`config.mk`:
```
export PLATFORM = sky130hd
export DESIGN_NAME = trace_capture_fifo
export DESIGN_NICKNAME = d
export VERILOG_FILES = /design/src/rtl/trace_capture_fifo.sv
export SDC_FILE = /design/constraint.sdc
export NUM_CORES = 2
export LEC_CHECK = 0
export CAP_MARGIN = 0
export CORE_ASPECT_RATIO = 1.75
export CORE_MARGIN = 5
export CORE_UTILIZATION = 25
export CTS_BUF_LIST = sky130_fd_sc_hd__clkbuf_8
export DETAILED_ROUTE_END_ITERATION = 6
export PLACE_DENSITY = 0.45
export SLEW_MARGIN = 10
export SYNTH_ARGS = -nofsm -noshare
export SYNTH_HDL_FRONTEND = slang
export SYNTH_SLANG_ARGS = --single-unit
```
`constraint.sdc`:
```
create_clock -name clk_i -period 7.6 [get_ports clk_i]
set_input_delay 0.76 -clock clk_i [delete_from_list [all_inputs] [get_ports clk_i]]
set_output_delay 0.76 -clock clk_i [all_outputs]
set_load 0.01 [all_outputs]
```
`src/rtl/trace_capture_fifo.sv`:
```
// Retired-instruction trace capture FIFO: tags each commit with a sequence number,
// buffers it for a valid/ready sink and drops (with counting) when the FIFO is full.
module trace_capture_fifo #(
    parameter int DEPTH  = 16,
    parameter int DROP_W = 16
) (
    input  logic                     clk_i,
    input  logic                     rst_i,
    input  logic                     enable_i,
    input  logic                     flush_i,
    input  logic                     trace_valid_i,
    input  logic [31:0]              trace_insn_i,
    input  logic [31:0]              trace_addr_i,
    input  logic                     trace_exception_i,
    input  logic [4:0]               trace_ecause_i,
    input  logic                     trace_interrupt_i,
    input  logic [31:0]              trace_tval_i,
    output logic                     rec_valid_o,
    input  logic                     rec_ready_i,
    output logic [31:0]              rec_seq_o,
    output logic                     rec_drop_o,
    output logic [31:0]              rec_insn_o,
    output logic [31:0]              rec_addr_o,
    output logic                     rec_exc_o,
    output logic [4:0]               rec_ecause_o,
    output logic                     rec_int_o,
    output logic [31:0]              rec_tval_o,
    output logic [$clog2(DEPTH):0]   level_o,
    output logic [DROP_W-1:0]        drop_cnt_o
);

    localparam int AW = $clog2(DEPTH);
    localparam int PW = AW + 1;

    typedef struct packed {
        logic [31:0] seq;
        logic        drop;
        logic [31:0] insn;
        logic [31:0] addr;
        logic        exc;
        logic [4:0]  ecause;
        logic        intr;
        logic [31:0] tval;
    } rec_t;

    rec_t              mem_q [DEPTH];
    logic [PW-1:0]     wr_ptr_q, wr_ptr_d;
    logic [PW-1:0]     rd_ptr_q, rd_ptr_d;
    logic [31:0]       seq_q, seq_d;
    logic              drop_pending_q, drop_pending_d;
    logic [DROP_W-1:0] drop_cnt_q, drop_cnt_d;

    logic [PW-1:0] level;
    logic          empty, full, commit, push, pop, drop;
    rec_t          wr_rec, head;

    assign level  = wr_ptr_q - rd_ptr_q;
    assign empty  = (level == '0);
    assign full   = (level == PW'(DEPTH));
    assign commit = trace_valid_i & enable_i;
    // Flush wins over both sides of the handshake.
    assign pop    = ~empty & rec_ready_i & ~flush_i;
    assign push   = commit & ~flush_i & (~full | pop);
    assign drop   = commit & ~push;

    always_comb begin
        wr_rec        = '0;
        wr_rec.seq    = seq_q;
        wr_rec.drop   = drop_pending_q;
        wr_rec.insn   = trace_insn_i;
        wr_rec.addr   = trace_addr_i;
        wr_rec.exc    = trace_exception_i;
        wr_rec.ecause = trace_ecause_i;
        wr_rec.intr   = trace_interrupt_i;
        wr_rec.tval   = trace_tval_i;
    end

    always_comb begin
        wr_ptr_d       = wr_ptr_q;
        rd_ptr_d       = rd_ptr_q;
        drop_pending_d = drop_pending_q;
        seq_d          = commit ? seq_q + 32'd1 : seq_q;
        drop_cnt_d     = drop_cnt_q;
        if (drop && (drop_cnt_q != '1)) drop_cnt_d = drop_cnt_q + DROP_W'(1);
        if (flush_i) begin
            wr_ptr_d       = '0;
            rd_ptr_d       = '0;
            drop_pending_d = drop_pending_q | ~empty | drop;
        end else begin
            if (push) wr_ptr_d = wr_ptr_q + PW'(1);
            if (pop)  rd_ptr_d = rd_ptr_q + PW'(1);
            if (push)      drop_pending_d = 1'b0;
            else if (drop) drop_pending_d = 1'b1;
        end
    end

    always_ff @(posedge clk_i) begin
        if (rst_i) begin
            wr_ptr_q       <= '0;
            rd_ptr_q       <= '0;
            seq_q          <= '0;
            drop_pending_q <= 1'b0;
            drop_cnt_q     <= '0;
        end else begin
            wr_ptr_q       <= wr_ptr_d;
            rd_ptr_q       <= rd_ptr_d;
            seq_q          <= seq_d;
            drop_pending_q <= drop_pending_d;
            drop_cnt_q     <= drop_cnt_d;
        end
    end

    // Storage needs no reset: the pointers alone decide what is valid.
    always_ff @(posedge clk_i) begin
        if (push) mem_q[wr_ptr_q[AW-1:0]] <= wr_rec;
    end

    // Head fields are forced to zero while empty so stale entries never leak out.
    assign head         = empty ? '0 : mem_q[rd_ptr_q[AW-1:0]];
    assign rec_valid_o  = ~empty;
    assign rec_seq_o    = head.seq;
    assign rec_drop_o   = head.drop;
    assign rec_insn_o   = head.insn;
    assign rec_addr_o   = head.addr;
    assign rec_exc_o    = head.exc;
    assign rec_ecause_o = head.ecause;
    assign rec_int_o    = head.intr;
    assign rec_tval_o   = head.tval;
    assign level_o      = level;
    assign drop_cnt_o   = drop_cnt_q;

endmodule

```
==> flow_metrics.py <==
metrics = {
    "pwr": {
        "cellPowerDensity_nw_per_um2": 238,
        "cellLeakagePower_nw": 28.7,
        "report.power.total_mw": 23.9,
        "vdd.ir_drop.worst_v": 0.000116,
    },
    "logic_synthesis": {
        "synth_most_common_cell": "edfxtp_1",
        "post_synthesis_mean_instance_area_um2": 23.4,
        "syn_area_um2": 85800,
        "yosysWarnings": 0,
        "ys_dominant_reg_cell": "edfxtp_1",
        "yosys_register_bits": 2239,
        "synthTopCellsByCount": "edfxtp_1 (2,176), mux4_2 (625), nor2b_1 (143), a211oi_1 (111), clkbuf_1 (84)",
        "synth.lib_cells_used.distinct": 53,
        "synth_sequential_area_ratio": 0.776,
        "synthCells": 3667,
        "async_reset_ff_frac": 0,
        "synth_enable_flop_cells": 2176,
        "netlist.area_leader.share": 0.762,
        "netlist_top_cells_area": "edfxtp_1 (76%), mux4_2 (16%), dfxtp_1 (1.5%)",
        "yosysTopAreaCell": "edfxtp_1",
        "synth_nets": 3788,
    },
    "drt": {
        "route.vias.total": 39500,
        "drt_wirelength_um": 233000,
        "drc": 0,
        "route.detailed.wl_per_inst_um": 25.9,
        "first_pass_iteration_count_of_the_detailed_router": 5,
        "detailedRoute.firstIterationViolations": 2383,
        "via_per_inst": 4.39,
        "number_of_nets_still_failing_antenna_checks_after_routing": 0,
    },
    "critical_path": {
        "slowest_stage": "buf_4",
        "timing.critical_path.from_type": "flip-flop",
        "critical_path.n_buffers_inverters": 5,
        "timing.reg2reg.worst_path_depth": 10,
        "crit_path_cell_trace": "inv_1 > ha_1 > inv_1 > fa_1 > nor3b_1 > nand4b_1 > a22oi_2 > buf_4 > buf_4 > nor2b_1 > clkdlybuf4s50_1",
        "cp_data_arrival_time_ps": 5040,
        "critical_path_peak_fanout": 37,
        "worst_path_dominant_cell_family": "buffers and inverters",
        "worst-endpoint-required_ps": 6840,
        "worst_path_largest_cell_delay_ps": 650,
        "critical_path_cell_count": 11,
        "endpoint_kind": "primary output",
        "timing.setup.critical_path_class": "reg -> out",
    },
    "finish": {
        "num-fill-cells": 33500,
        "drive_gt1_frac": 0.261,
        "synthToLayoutAreaGrowth_pct": 17.2,
        "layout.cells.non_filler": 9004,
        "nets": 4291,
        "post-route-util": 0.294,
    },
    "clocking": {
        "cts-resized-gates": 0,
        "cts_root_buf": "clkbuf_8",
        "cts.sinks": 2239,
        "hold_buffers": 0,
        "clock_pin_slew_of_the_registers_on_the_worst_case_setup_and_hold_paths_ps": 60,
        "cts_setup_buffers": 0,
        "clock_latency_late_sink_ps": 980,
        "numCtsBuffers": 347,
        "cts_buffer_depth": 4,
        "tritoncts_clock_tree": "yes",
        "htree_levels": 5,
    },
    "timing": {
        "hold_viol_final": 0,
        "grt_setup_unrepaired": "false",
        "setup_tns_ps": 0,
        "period_utilization": 0.764,
        "clock-skew-final_ps": 65.4,
        "setup_ws_ps": 1800,
        "timing.slew.headroom": 0.188,
        "max_slew_violations": 0,
        "timing.final.setup_violations": 0,
        "final_period_minus_worst_setup_slack_ps": 5800,
        "maxClockFrequency_ghz": 0.172,
        "transition_at_the_pin_with_the_smallest_max_transition_slack_ps": 1220,
    },
    "placement": {
        "routabilityCongestion": 0.683,
        "number_of_placed_cells_counting_well_taps": 8397,
        "detailedPlace.worstSlack_ps": 2600,
        "detailedPlacementHpwl_um": 125000,
        "numPortBuffers": 266,
    },
    "floorplan": {
        "die_height_um": 785,
        "floorplan.io_pins": 267,
        "die-width_um": 453,
        "placement_rows": 284,
        "core_box_area_um2": 342000,
        "design.die.area_um2": 355000,
        "initial_core_util": 0.251,
    },
    "global_routing": {
        "globalRouteTotalUtil": 0.129,
        "number_of_global_route_vias_before_repair": 43700,
        "pin_count_of_the_biggest_net_entering_global_routing": 103,
        "grt_antenna_before_repair": 41,
        "globalRoute.totalOverflow": 0,
        "grt_first_pass_wirelength_um": 331000,
    },
    "job": {
        "max-cap-violations": 0,
    },
    "outcome": {
        "result_of_the_run": "finished, final reports clean",
    },
    "hold_path": {
        "worst_min_delay_path_category": "in -> reg",
        "min_path_cells": 2,
    },
}
## area by class of cell
type | count | area [um^2] | area share
clock inverter | 240 | 1200 | 0.0119
inverter | 11 | 41.3 | 0.000411
tap | 4576 | 5730 | 0.0570
sequential | 2239 | 66600 | 0.663
antenna | 16 | 40.0 | 0.000398
timing repair buffer | 351 | 3800 | 0.0378
clock buffer | 351 | 4830 | 0.0481
multi-input combinational | 1220 | 18300 | 0.182
## path summary, 6_finish.rpt
check / start / endpoint / slack (ps)
max: wr_ptr_q[0]$_SDFFE_PP0P_ / rec_addr_o[18] / 1800
min: rst_i / drop_cnt_o[4]$_SDFFE_PP0P_ / 310
max reg2reg: wr_ptr_q[0]$_SDFFE_PP0P_ / mem_q[8][40]$_DFFE_PP_ / 2870
min reg2reg: drop_cnt_o[15]$_SDFFE_PP0P_ / drop_cnt_o[15]$_SDFFE_PP0P_ / 510
## worst reg2reg max path, cell delays in order, from the launching register on
cell and delay (ps):
dfxtp_1 360, inv_1 140, ha_1 180, inv_1 50
fa_1 400, xor2_1 270, nand4b_1 250, nand2_4 100
a211oi_2 850, and3_4 1120, buf_4 600
## layer usage
| layer | part of all wire | GRT usage | wire length [um] | vias up |
|---|---|---|---|---|
| li1 | - | - | - | 16700 |
| met1 | 0.41 | 0.158 | 95000 | 21500 |
| met2 | 0.52 | 0.231 | 121000 | 906 |
| met3 | 0.047 | 0.0254 | 11100 | 381 |
| met4 | 0.025 | 0.0357 | 5750 | 30 |
| met5 | 0.00083 | 0 | 194 | - |
## state kept, by name (all words and copies together), names as in the netlist, named ones only
signal,count
drop_pending_q,1
mem_q,2176
wr_ptr_q,5
seq_q,32
rd_ptr_q,5
drop_cnt_o,16
## per-stage QoR
step	hold WS, ps	area [um^2]
after floorplan	475	85800
after global placement	487	94400
after detailed placement	506	94400
after CTS	149	100000
after global routing	239	100000
final	312	101000
## power breakdown
group / leakage [nW] / switching (mW) / internal (mW)
Sequential: 19.6 / 0.0229 / 13.5
Combinational: 5.70 / 0.652 / 0.541
Clock: 3.47 / 4.76 / 4.41
Total: 28.7 / 5.44 / 18.5
## placed cells by master, fill, tap and decap left out, types with 20 or more instances in the layout
master and count:
xor2_1 23, clkdlybuf4s50_1 265, mux2i_1 58, clkbuf_8 351, inv_1 117, a211oi_1 111
nor2_1 56, nor2b_1 143, buf_12 40, clkinv_2 29, buf_4 46, dfxtp_1 59
edfxtp_1 2176, a21oi_1 20, clkinv_1 75, nand2_1 24, nand3_1 25, mux4_2 625
## logic make-up after synthesis
logic type,Yosys count,synth area share
AND/OR/NAND/NOR,330,0.0222
AO/OA/AOI/OAI,154,0.0127
flip-flops,2239,0.776
multiplexers,687,0.171
XOR/XNOR,37,0.00378
adder cells (fa/ha/maj),12,0.00184
buffers and inverters,208,0.0116
Note: power is estimated with default switching activity, not from simulation.
